`src/rtl/ssd_display_driver.sv`:
```
// Converts a binary value to BCD with a sequential double-dabble engine and
// time-multiplexes the digits onto a 4-digit common-anode seven-segment display.
module ssd_display_driver #(
  parameter int IN_W        = 13,
  parameter int DIGITS      = 4,
  parameter int REFRESH_DIV = 100000
) (
  input  logic              clk,
  input  logic              reset,
  input  logic [IN_W-1:0]   value_in,
  output logic [DIGITS-1:0] an,
  output logic [6:0]        seg,
  output logic              dp,
  output logic              busy
);

  localparam int BCD_W = 4 * DIGITS;
  localparam int SH_W  = BCD_W + IN_W;
  localparam int CNT_W = (REFRESH_DIV > 1) ? $clog2(REFRESH_DIV) : 1;
  localparam int BIT_W = $clog2(IN_W + 1);
  localparam int IDX_W = $clog2(DIGITS);
  localparam logic [DIGITS-1:0] DIGIT0 = {{(DIGITS-1){1'b0}}, 1'b1};

  typedef enum logic [1:0] {IDLE, SHIFT, DONE} state_t;

  state_t            state_q, state_d;
  logic [SH_W-1:0]   shreg_q, shreg_d;
  logic [BIT_W-1:0]  bit_cnt_q, bit_cnt_d;
  logic [IN_W-1:0]   last_val_q, last_val_d;
  logic              pending_q, pending_d;
  logic [BCD_W-1:0]  disp_bcd_q, disp_bcd_d;
  logic [CNT_W-1:0]  cnt_q, cnt_d;
  logic [IDX_W-1:0]  idx_q, idx_d;
  logic [DIGITS-1:0] an_q, an_d;
  logic [6:0]        seg_q, seg_d;
  logic [SH_W-1:0]   adj;
  logic [3:0]        nibble;
  logic              blank;

  function automatic logic [6:0] decode(input logic [3:0] n);
    case (n)
      4'd0:    decode = 7'b1000000;
      4'd1:    decode = 7'b1111001;
      4'd2:    decode = 7'b0100100;
      4'd3:    decode = 7'b0110000;
      4'd4:    decode = 7'b0011001;
      4'd5:    decode = 7'b0010010;
      4'd6:    decode = 7'b0000010;
      4'd7:    decode = 7'b1111000;
      4'd8:    decode = 7'b0000000;
      4'd9:    decode = 7'b0010000;
      default: decode = 7'b1111111;
    endcase
  endfunction

  always_ff @(posedge clk or posedge reset) begin
    if (reset) begin
      state_q    <= IDLE;
      shreg_q    <= '0;
      bit_cnt_q  <= '0;
      last_val_q <= '0;
      pending_q  <= 1'b1;
      disp_bcd_q <= '0;
      cnt_q      <= '0;
      idx_q      <= '0;
      an_q       <= ~DIGIT0;
      seg_q      <= 7'b1000000;
    end else begin
      state_q    <= state_d;
      shreg_q    <= shreg_d;
      bit_cnt_q  <= bit_cnt_d;
      last_val_q <= last_val_d;
      pending_q  <= pending_d;
      disp_bcd_q <= disp_bcd_d;
      cnt_q      <= cnt_d;
      idx_q      <= idx_d;
      an_q       <= an_d;
      seg_q      <= seg_d;
    end
  end

  // Conversion engine: the display register is only written once a full
  // conversion finishes, so a digit never shows a partial result.
  always_comb begin
    state_d    = state_q;
    shreg_d    = shreg_q;
    bit_cnt_d  = bit_cnt_q;
    last_val_d = last_val_q;
    pending_d  = pending_q;
    disp_bcd_d = disp_bcd_q;
    adj        = shreg_q;
    case (state_q)
      IDLE: begin
        if (pending_q || (value_in != last_val_q)) begin
          shreg_d    = {{BCD_W{1'b0}}, value_in};
          last_val_d = value_in;
          bit_cnt_d  = BIT_W'(IN_W);
          pending_d  = 1'b0;
          state_d    = SHIFT;
        end
      end
      SHIFT: begin
        for (int k = 0; k < DIGITS; k++) begin
          if (adj[IN_W + 4*k +: 4] >= 4'd5) begin
            adj[IN_W + 4*k +: 4] = adj[IN_W + 4*k +: 4] + 4'd3;
          end
        end
        shreg_d   = adj << 1;
        bit_cnt_d = bit_cnt_q - BIT_W'(1);
        if (bit_cnt_q == BIT_W'(1)) begin
          state_d = DONE;
        end
      end
      DONE: begin
        disp_bcd_d = shreg_q[SH_W-1 -: BCD_W];
        state_d    = IDLE;
      end
      default: state_d = IDLE;
    endcase
  end

  // Refresh: segments are computed from next-state values so an/seg always
  // track digit_idx and disp_bcd on the same edge.
  always_comb begin
    cnt_d = cnt_q + CNT_W'(1);
    idx_d = idx_q;
    if (cnt_q == CNT_W'(REFRESH_DIV - 1)) begin
      cnt_d = '0;
      idx_d = idx_q + IDX_W'(1);
    end
    an_d   = ~(DIGIT0 << idx_d);
    nibble = disp_bcd_d[{idx_d, 2'b00} +: 4];
    blank  = (idx_d != '0) && ((disp_bcd_d >> {idx_d, 2'b00}) == '0);
    seg_d  = blank ? 7'b1111111 : decode(nibble);
  end

  assign an   = an_q;
  assign seg  = seg_q;
  assign dp   = 1'b1;
  assign busy = (state_q != IDLE);

endmodule
```
`config.mk`:
```
export PLATFORM = sky130hd
export DESIGN_NAME = ssd_display_driver
export DESIGN_NICKNAME = d
export VERILOG_FILES = /design/src/rtl/ssd_display_driver.sv
export SDC_FILE = /design/constraint.sdc
export NUM_CORES = 1
export LEC_CHECK = 0
export ABC_AREA = 1
export CAP_MARGIN = 20
export CORE_ASPECT_RATIO = 0.8
export CORE_MARGIN = 4
export CORE_UTILIZATION = 45
export CTS_CLUSTER_DIAMETER = 50
export DETAILED_ROUTE_END_ITERATION = 10
export PLACE_DENSITY_LB_ADDON = 0.2
export SLEW_MARGIN = 20
export SYNTH_ARGS = -nofsm -noshare
export SYNTH_HDL_FRONTEND = slang
export SYNTH_SLANG_ARGS = --single-unit
```
`constraint.sdc`:
```
create_clock -name clk -period 3.3 [get_ports clk]
set_input_delay 0.33 -clock clk [delete_from_list [all_inputs] [get_ports clk]]
set_output_delay 0.33 -clock clk [all_outputs]
set_load 0.02 [all_outputs]
```
* After elaboration in Yosys (flattened, before gate mapping) *
Memory sizes are Yosys's and may differ from the RTL's.
Index checks and enable logic that the tools add are counted.

operators by class
  add/subtract/negate cells = 7
  order comparisons = 4
  equality and inequality tests = 7
  shift-type cells = 3
  muxes and demuxes = 15
  bitwise logic cells = 1
  reductions and logical operators = 10

operator list
  operator               number
  $pmux 29 s2            1
  $mux 29                1
  $add 17x1->17 const B  1
  $eq 17x17->1 const B   1
  $mux 17                1
  $ge 4x3->1 const B     4
  $logic_not 16->1       1
  $mux 16                1
  $mux 4                 4
  $shiftx 16x5->4        1
  $shr 16x4->16          1
  $ne 13x13->1           1
  $add 4x2->4 const B    3
  $pmux 4 s2             1
  $mux 7                 1
  $mux 2                 3
  $reduce_and 2->1       3
  $reduce_bool 2->1      3
  $eq 4x1->1 const B     1
  $ne 2x2->1 const B     2
  $not 4->4              1
  $pmux 2 s2             1
  $shl 1x2->4 const A    1
  $sub 4x1->4 const B    1
  8 further kinds        8

storage, ports and cells
  register bits = 95
  bits in read-only memories = 112
  input port bits = 15
  output and inout bits = 13
  memories = 1

memory list
  memory            words  width  rd ports  clocked after Yosys merged registers in  write ports  RTL line  source
  (name not given)  16     7      1         0                                        0            41        case (n)

* Depth between registers and ports, before layout *
  word-level depth = 6
  depth in mapped cells = 19
  depth with buffers taken out = 18

* Least setup slack after synthesis *
No wires, ideal clock.

  kind = register to register
  from = reg cnt_q[0]
  to = reg seg_q[3] (netlist: seg[3])
  arrival time = 2122 ps
  required time = 3172 ps
  path slack = 1050 ps
  cell stages (with the launch flop) = 18
  clock period less this slack = 2250 ps
  path through = dfrtp_1 > ha_1 > nand2_2 > nor2_4 > nand3_2 > nor2_2 > nand3_2 > nand2_4 > buf_8 > nand2_1 > nand2_1 > nand2_1 > nand2_2 > inv_1 > ha_1 > nand3b_1 > nand3_1 > nand3_1

on the way
  cells in the longest elaborated chain, start to end = 6

ends and longest elaborated chain
  item                                                  RTL line  source
  from (decl)                                           32        logic [CNT_W-1:0] cnt_q, cnt_d;
  from (signal assigned)                                75        cnt_q <= cnt_d;
  $eq 17x17->1 *                                        127       if (cnt_q == CNT_W'(REFRESH_DIV - 1)) begin
  $mux 2 *                                              127
  branches (longest 3 deep; another with $mem_v2 16x7)  n/a
  $mux 7 *                                              134       seg_d = blank ? 7'b1111111 : decode(nibble);
  named net seg_d[3]                                    35        logic [6:0] seg_q, seg_d;
  to (signal assigned)                                  78        seg_q <= seg_d;
  to (decl)                                             35

Mark *: on every way through the listed nets, which the timed path passes.
A chain may end at the register's enable or synchronous reset.

* Worst setup path after layout *
Same ends and word-level chain as after synthesis.

==> impl_metrics.csv <==
group,metric,value,unit
power,p_leak,2.94,nW
clock_network,clk_latency,0.34,ns
sta,fmax,0.379,GHz
sta,tns,0,ns
sta,hold_ws,0.430,ns
synth,synth_top_area_cell,"dfrtp_1",
min_path,hp-class,"in -> async",
synth,synth_area,5050,sq um
die,io_pins,28,
setup_path,required,3.52,ns
finish,final_core_util,52.4,%
run,maxCapViolCount,0,
clock_network,cts_inserted_buffers,9,
clock_network,postCtsHoldBufs,0,
detailed_routing,wl_met2,4.73,mm
placed_design,post-place-ws,0.643,ns
sta,finalSetupViolCount,0,
detailed_routing,totalWireLength,10.1,mm
sta,rsz0062_at_grt,"false",
finish,final_nets,671,
clock_network,cts.clk_slew.worst_paths,0.07,ns
detailed_routing,wl_met3,384,um
synth,synth_edf_count,0,
placed_design,dp_hpwl,7.13,mm
die,start_util,46.2,%
synth,yosysWarningCount,0,
synth,syn_nets,647,
sta,setup_slack,0.665,ns
clock_network,htreeDepth,3,
die,die_h,103,um
setup_path,cp.arrival,2.86,ns
die,dieWidth,126,um
clock_network,postCtsSetupRepairBufs,0,
synth,yosysTopAreaCellShare,44.6,%
placed_design,dpl.cell_count,773,
die,core.rowCount,34,
die,core-area,10900,sq um
synth,ys_types,40,
synth,synth_commonest_cells,"120 x nand2_1, 90 x dfrtp_1, 90 x inv_1",
synth,async_reset_ff_share,100,%
setup_path,crit_path_end_kind,"flip-flop",
detailed_routing,top_layer_used,"met4",
clock_network,cts_tree,"built",
clock_network,clock_path_buffers,2,
detailed_routing,vias,4008,
clock_network,cts_resized,0,
finish,drive_above_1_share,11.2,%
finish,instances_no_fill,789,
synth,avgSynthCellArea,8.19,sq um
outcome,status,"finished clean",
detailed_routing,first_pass_iters,5,
sta,relSlewSlack,48.6,%
synth,synth.most_common_cell,"nand2_1",
die,die_area,13000,sq um
synth,synth_area_leaders,"dfrtp_1 45%, nand2_1 8.9%, nand3_1 7.5%, inv_1 6.7%, ha_1 4.0%",
global_routing,grt_pass1_wl,17.9,mm
finish,area_delta_synth_final,13.4,%
sta,timing.final.crit_period,2.64,ns
synth,ys_seq_area_share,47.2,%
finish,fillers,1014,
global_routing,grt_pass1_vias,3900,
power,power.density,815,nW/um^2
synth,syn_inst,616,
power,max-vdd-ir-drop,343,uV
detailed_routing,wl_met1,4.87,mm
detailed_routing,viasPerCell,5.08,
setup_path,worst_setup_path_start_kind,"flip-flop",
sta,maxSlewViolCount,0,
clock_network,root_buffer,"clkbuf_16",
clock_network,clock_sinks,95,
finish,antennaDiodeCount,0,
placed_design,place_congestion,0.855,
sta,worst_pin_slew,0.771,ns
detailed_routing,drt_iter0_drc,231,
detailed_routing,wl_per_cell,12.8,um
placed_design,portBuffers,26,
sta,clock_skew,0.00692,ns
setup_path,crit_fanout,15,
synth,synth_seq_cells,95,
detailed_routing,route.detailed.drc,0,
sta,finalHoldViolCount,0,
global_routing,grt_usage,16.7,%
detailed_routing,detail-route-antenna-nets,0,
global_routing,grt-ovfl-total,0,
global_routing,antenna_found_initial,0,
global_routing,grt_max_degree,52,
sta,period_share,79.9,%
setup_path,worstSetupPathType,"reg -> reg",
synth,synth_ff_type,"dfrtp_1",
==> cell type report <==
class / count / area (sq um) / share of cell area [%]
multi-input cells: 406 / 2190 / 38.3
flip-flops and latches: 95 / 2380 / 41.6
inverters: 97 / 369 / 6.45
repair buffers: 31 / 310 / 5.42
clock inverters: 7 / 63.8 / 1.11
well taps: 144 / 180 / 3.15
clock buffers: 9 / 225 / 3.93
==> state kept, by name, indices dropped and copies added, names as in the netlist <==
signal      flops
an              4
bit_cnt_q       4
cnt_q          17
disp_bcd_q     16
idx_q           2
last_val_q     13
pending_q       1
seg             7
shreg_q        29
state_q         2
==> per-layer routing <==
layer	vias to the layer above	track usage, %
met5	-	0
met4	0	5.52
met3	9	3.99
met2	63	26.4
met1	1907	22.9
li1	2029	-
==> logic make-up (layout without fill, tap and decap cells) <==
kind of cell / Yosys count / in the layout / share of synthesized area [%]
other cells: 1 / 1 / 0.0743
buf+inv: 115 / 144 / 9.35
simple gates: 300 / 300 / 28.7
compound gates: 76 / 76 / 8.40
xor+xnor: 13 / 13 / 2.26
fa+ha+maj: 16 / 16 / 3.97
flops: 95 / 95 / 47.2
==> path summary, 6_finish.rpt <==
| path | start | end | slack, ns | cells after the start |
|---|---|---|---|---|
| min | reset | last_val_q[11] | 0.43 | 2 |
| max | cnt_q[0] | seg[3] | 0.66 | 16 |
| max reg2reg | cnt_q[0] | seg[3] | 0.66 | 16 |
| max in group asynchronous | reset | state_q[0] | 2.20 | 3 |
| min reg2reg | idx_q[1] | an[3] | 0.44 | 1 |
| min in group clk | idx_q[1] | an[3] | 0.44 | 1 |
==> worst max-delay path, cell delays in order (launching register included) <==
cell and delay [ns]:
dfrtp_1 0.39, ha_1 0.19, nand2_2 0.08, nor2_4 0.14, nand3_2 0.08, nor2_2 0.09, nand3_2 0.24, nand2_4 0.28
nand2_2 0.06, nand2_1 0.07, nand2_1 0.06, nand2_2 0.12, inv_1 0.08, ha_1 0.27, nand3b_1 0.18, nand3_1 0.09
nand3_1 0.07
==> report_power, final <==
group	internal, mW	switching (mW)
combinational	0.718	1.12
sequential	1.58	0.226
clock	0.582	0.443
==> cell usage in the layout, fill, tap and decap left out, types with 2 or more instances in the layout <==
cell,instances
a21oi_1,14
buf_4,4
clkbuf_16,9
clkdlybuf4s50_1,26
clkinv_2,5
dfrtp_1,90
dfstp_2,5
ha_1,16
inv_1,89
inv_2,6
inv_4,2
nand2_1,120
nand2_2,12
nand2_4,7
nand3_1,76
nand3_2,8
nand3b_1,5
nand4_1,9
nor2_1,40
nor2_2,4
nor3_1,9
nor4_1,2
o211ai_1,2
o21ai_0,37
o21ai_1,8
o22ai_1,7
o2bb2ai_1,3
o32ai_1,2
or2_2,4
xnor2_1,4
xor2_1,9
==> through the flow <==
| step | cell area [sq um] | power (mW) |
|---|---|---|
| 6_report | 5720 | 4.67 |
| 5_1_grt | 5720 | 5.08 |
| 4_1_cts | 5720 | 4.71 |
| 3_5_place_dp | 5440 | 3.66 |
| 3_3_place_gp | 5440 | 3.57 |
| 2_1_floorplan | 5050 | 3.18 |
(Power assumes the default switching activity.)
